[src/rtl/reg_cmd_decoder_pkg.sv]
// Shared definitions for the register command decoder: command byte layout
// and FSM state encoding.
package reg_cmd_pkg;

  localparam int unsigned CMD_RW_BIT    = 7;
  localparam int unsigned CMD_BURST_BIT = 6;
  localparam int unsigned CMD_ADDR_W    = 6;

  typedef enum logic [2:0] {
    IDLE,
    WDATA,
    WSTROBE,
    RSTROBE,
    RLOAD,
    RWAIT
  } state_t;

endpackage

[src/rtl/reg_cmd_decoder.sv]
// Bus initiator for the PWM register block: decodes a framed byte stream into
// one-cycle register read/write strobes and returns read bytes to the bridge.
module reg_cmd_decoder
  import reg_cmd_pkg::*;
#(
  parameter int unsigned ADDR_W = CMD_ADDR_W,
  parameter int unsigned DATA_W = 8
) (
  input  logic              clk,
  input  logic              rst_n,
  input  logic              frame_active,
  input  logic              byte_valid,
  input  logic [DATA_W-1:0] byte_in,
  output logic              tx_load,
  output logic [DATA_W-1:0] tx_data,
  output logic              read,
  output logic              write,
  output logic [ADDR_W-1:0] addr,
  output logic [DATA_W-1:0] data_write,
  input  logic [DATA_W-1:0] data_read,
  output logic              err_overrun
);

  state_t              r_state;
  state_t              w_next;
  logic [ADDR_W-1:0]   r_addr;
  logic [DATA_W-1:0]   r_data_write;
  logic [DATA_W-1:0]   r_tx_data;
  logic                r_burst;
  logic                r_frame_done;
  logic                r_frame_d;
  logic                r_err;
  logic                w_latch_cmd;
  logic                w_latch_wdata;
  logic                w_inc_addr;
  logic                w_done;
  logic                w_overrun;
  logic                w_frame_rise;

  assign w_frame_rise = frame_active & ~r_frame_d;

  always_ff @(posedge clk or negedge rst_n) begin
    if (!rst_n) r_state <= IDLE;
    else        r_state <= w_next;
  end

  // Strobes decode from the registered state, so a strobe already committed
  // for this cycle completes even if the frame drops underneath it.
  always_comb begin
    w_next        = r_state;
    w_latch_cmd   = 1'b0;
    w_latch_wdata = 1'b0;
    w_inc_addr    = 1'b0;
    w_done        = 1'b0;
    w_overrun     = 1'b0;
    if (!frame_active) begin
      w_next = IDLE;
    end else begin
      case (r_state)
        IDLE: begin
          if (byte_valid && !r_frame_done) begin
            w_latch_cmd = 1'b1;
            w_next      = byte_in[CMD_RW_BIT] ? WDATA : RSTROBE;
          end
        end
        WDATA: begin
          if (byte_valid) begin
            w_latch_wdata = 1'b1;
            w_next        = WSTROBE;
          end
        end
        WSTROBE: begin
          w_overrun = byte_valid;
          if (r_burst) begin
            w_inc_addr = 1'b1;
            w_next     = WDATA;
          end else begin
            w_done = 1'b1;
            w_next = IDLE;
          end
        end
        RSTROBE: begin
          w_overrun = byte_valid;
          w_next    = RLOAD;
        end
        RLOAD: begin
          w_overrun = byte_valid;
          if (r_burst) begin
            w_next = RWAIT;
          end else begin
            w_done = 1'b1;
            w_next = IDLE;
          end
        end
        RWAIT: begin
          if (byte_valid) begin
            w_inc_addr = 1'b1;
            w_next     = RSTROBE;
          end
        end
        default: w_next = IDLE;
      endcase
    end
  end

  always_ff @(posedge clk or negedge rst_n) begin
    if (!rst_n) begin
      r_addr       <= '0;
      r_data_write <= '0;
      r_tx_data    <= '0;
      r_burst      <= 1'b0;
      r_frame_done <= 1'b0;
      r_frame_d    <= 1'b0;
      r_err        <= 1'b0;
    end else begin
      r_frame_d <= frame_active;
      if (w_latch_cmd) begin
        r_addr  <= byte_in[ADDR_W-1:0];
        r_burst <= byte_in[CMD_BURST_BIT];
      end else if (w_inc_addr) begin
        r_addr <= r_addr + ADDR_W'(1);
      end
      if (w_latch_wdata)       r_data_write <= byte_in;
      if (r_state == RSTROBE)  r_tx_data    <= data_read;
      if (!frame_active)       r_frame_done <= 1'b0;
      else if (w_done)         r_frame_done <= 1'b1;
      if (w_overrun)           r_err        <= 1'b1;
      else if (w_frame_rise)   r_err        <= 1'b0;
    end
  end

  assign write       = (r_state == WSTROBE);
  assign read        = (r_state == RSTROBE);
  assign tx_load     = (r_state == RLOAD);
  assign tx_data     = r_tx_data;
  assign addr        = r_addr;
  assign data_write  = r_data_write;
  assign err_overrun = r_err;

endmodule

[config.mk]
export PLATFORM = sky130hd
export DESIGN_NAME = reg_cmd_decoder
export DESIGN_NICKNAME = d
export VERILOG_FILES = /design/src/rtl/reg_cmd_decoder_pkg.sv /design/src/rtl/reg_cmd_decoder.sv
export SDC_FILE = /design/constraint.sdc
export NUM_CORES = 1
export LEC_CHECK = 0
export BUFFER_PORTS_ARGS = -buffer_cell sky130_fd_sc_hd__buf_2
export CAP_MARGIN = 20
export CORE_ASPECT_RATIO = 1.2
export CORE_MARGIN = 10
export CORE_UTILIZATION = 40
export CTS_BUF_LIST = sky130_fd_sc_hd__clkbuf_2
export CTS_CLUSTER_DIAMETER = 50
export DETAILED_ROUTE_END_ITERATION = 16
export GPL_TIMING_DRIVEN = 0
export PLACE_DENSITY = 0.66
export SLEW_MARGIN = 20
export SYNTH_ARGS = -nofsm -noshare
export SYNTH_HDL_FRONTEND = slang
export SYNTH_SLANG_ARGS = --single-unit
[constraint.sdc]
create_clock -name clk -period 2.4 [get_ports clk]
set_input_delay 0.48 -clock clk [delete_from_list [all_inputs] [get_ports clk]]
set_output_delay 0.48 -clock clk [all_outputs]
set_load 0.02 [all_outputs]
==> flow_metrics.tcl <==
set metrics [dict create \
    antenna_found_initial 0 \
    place_inst 199 \
    final_util 0.5153 \
    clk_latency_ns 0.36 \
    critPathRequiredTime_ns 1.92 \
    start_util 0.4140 \
    min_period_ns 2.148 \
    cts-root-buf "clkbuf_2" \
    layoutNonFillerInstCount 207 \
    clk_path_buf_depth 2 \
    crit_top_cell "buf_2" \
    hpwlAfterDp_um 2639 \
    netlist_area_mm2 0.001370 \
    syn_inst 117 \
    wl_per_cell_um 16.35 \
    async_flop_share 1.000 \
    power_mw 1.711 \
    max_stage_delay_ns 0.42 \
    rsz0062_at_grt "no" \
    cp_cell_sequence "buf_2 > nor2b_1 > nand2_1 > inv_1 > buf_2" \
    synthTopCellsByArea "dfrtp_1 (53%), mux2_2 (13%), o21ai_0 (3.7%)" \
    synth-seq-cells 29 \
    dr.pass1.iters 4 \
    antenna_left 0 \
    fmax_mhz 465.6 \
    pre_cts_ws_ns 0.4832 \
    hold_class "in -> async" \
    synth_area_leader_cell "dfrtp_1" \
    start_kind "flip-flop" \
    placed_cell_area_mm2 0.001642 \
    tightestPinTransition_ns 0.6453 \
    numCtsBuffers 5 \
    cts_setup_buffers 0 \
    overflow 0 \
    reg2reg_depth 3 \
    power_density_mw_per_mm2 1003 \
    yosysWarnings 0 \
    slew_violations 0 \
    grt_max_degree 30 \
    vias 1114 \
    synth_cell_types 31 \
    drt_iter0_markers 44 \
    core_mm2 0.003309 \
    synth_seq_area_share 0.5297 \
    crit_start "r_state[2]" \
    path_depth 5 \
    dieArea_mm2 0.006176 \
    outcome "finished, final reports clean" \
    gp_congestion 0.8956 \
    htree_levels 2 \
    port-buffer-count 45 \
    grt_first_pass_wirelength_um 5865 \
    critical_path.n_buffers_inverters 3 \
    crit-reg2reg-launch "r_state[2]" \
    diodes 0 \
    setup-tns-final_ns 0 \
    clock-sinks 29 \
    drc_errors 0 \
    final_cell_area_mm2 0.001705 \
    syn_avg_cell_area_um2 11.71 \
    grt_use_total 0.1198 \
    setup_viol 0 \
    clk_pin_slew_ns 0.16 \
    via_per_inst 5.382 \
    syn_nets 138 \
    min_period_over_period 0.8949 \
    end_kind "output pin" \
    row_count 23 \
    critPathKind "reg -> out" \
    worst_path_max_delay_cell "dfrtp_1" \
    fp.dieW_um 73.43 \
    maxCapViolations 0 \
    first_global_vias 1241 \
    synth.top_cell.area_share 0.5297 \
    cts_tree "built" \
    drive_above_1_share 0.4941 \
    synthFlopType "dfrtp_1" \
    critPathArrivalTime_ns 1.67 \
    area_growth_pct 24.48 \
    finalClockSkew_ns 0.01678 \
    die_h_um 84.11 \
    peakVddDrop_uv 624.4 \
    synth_edf_count 0 \
    cp_max_fo 10 \
    drt-total-wl_um 3384 \
    max-slew-margin-rel 0.5658 \
    worst_slack_ns 0.2522 \
    boundaryPins 46 \
    synth_common_cells "dfrtp_1 (29), mux2_2 (16), nand2_1 (10), o21ai_0 (10), nor2_1 (6)" \
    cts_resized 0 \
    hold_ws_ns 0.1162 \
    cts_hold_buf 0 \
    yosysMostFrequentCell "dfrtp_1" \
    final_nets 190 \
    hold_violations 0 \
    leakagePower_nw 0.8054 \
    critPathTopFamily "buffers and inverters" \
]
==> where the power goes <==
part | internal (mW) | switching [mW] | total, mW
Clock | 0.178 | 0.168 | 0.346
Sequential | 0.641 | 0.0905 | 0.731
Combinational | 0.261 | 0.373 | 0.634
==> area by class of cell <==
class	instances	area, µm²
Fill cell	299	1604
Sequential cell	29	725.7
Tap cell	37	46.29
Buffer	4	35.03
Clock inverter	2	33.78
Timing Repair Buffer	45	225.2
Inverter	4	15.01
Multi-Input combinational cell	80	594.3
Clock buffer	6	30.03
==> logic make-up after synthesis <==
family / count (synthesis) / share of synthesized area
flip-flops: 29 / 0.5297
AND/OR/NAND/NOR: 40 / 0.1781
AO/OA/AOI/OAI: 21 / 0.1023
adder cells (fa/ha/maj): 1 / 0.009131
multiplexers: 16 / 0.1315
XOR/XNOR: 2 / 0.01279
buffers and inverters: 8 / 0.03652
==> worst paths after layout <==
path	to	slack, ns
worst min-delay path	addr[1]	0.12
worst min register to register	err_overrun	0.51
worst max-delay path	read	0.25
min in group clk	r_frame_d	0.31
worst max register to register	data_write[1]	0.69
max in group asynchronous	r_state[1]	1.85
==> registers in the layout (all words and copies together) (netlist names) <==
register,cells
r_state,3
tx_data,8
r_burst,1
err_overrun,1
r_frame_done,1
data_write,8
addr,6
r_frame_d,1
==> routing by layer <==
| metal | wire length (µm) | global-route usage | up-vias |
|---|---|---|---|
| met3 | 266 | 0.05714 | 7 |
| met1 | 1344 | 0.1229 | 545 |
| li1 | - | - | 519 |
| met2 | 1710 | 0.1981 | 43 |
| met5 | 0 | 0 | - |
| met4 | 63 | 0.05603 | 0 |
==> layout by cell type (no fill, tap or decap), types with 2 or more instances in the layout <==
| cell type | Yosys | routed |
|---|---|---|
| a21oi_1 | 4 | 4 |
| a31oi_2 | 3 | 3 |
| buf_2 | 1 | 46 |
| buf_6 | 2 | 2 |
| clkbuf_2 | 0 | 6 |
| dfrtp_1 | 29 | 29 |
| inv_1 | 4 | 4 |
| mux2_2 | 16 | 16 |
| nand2_1 | 10 | 10 |
| nand2b_1 | 2 | 2 |
| nand4_1 | 3 | 3 |
| nor2_1 | 6 | 6 |
| nor2_2 | 5 | 5 |
| nor4_1 | 2 | 2 |
| o21ai_0 | 10 | 10 |
| or3_1 | 3 | 3 |
| xnor2_1 | 2 | 2 |
Note: power is estimated with default switching activity, not from simulation.
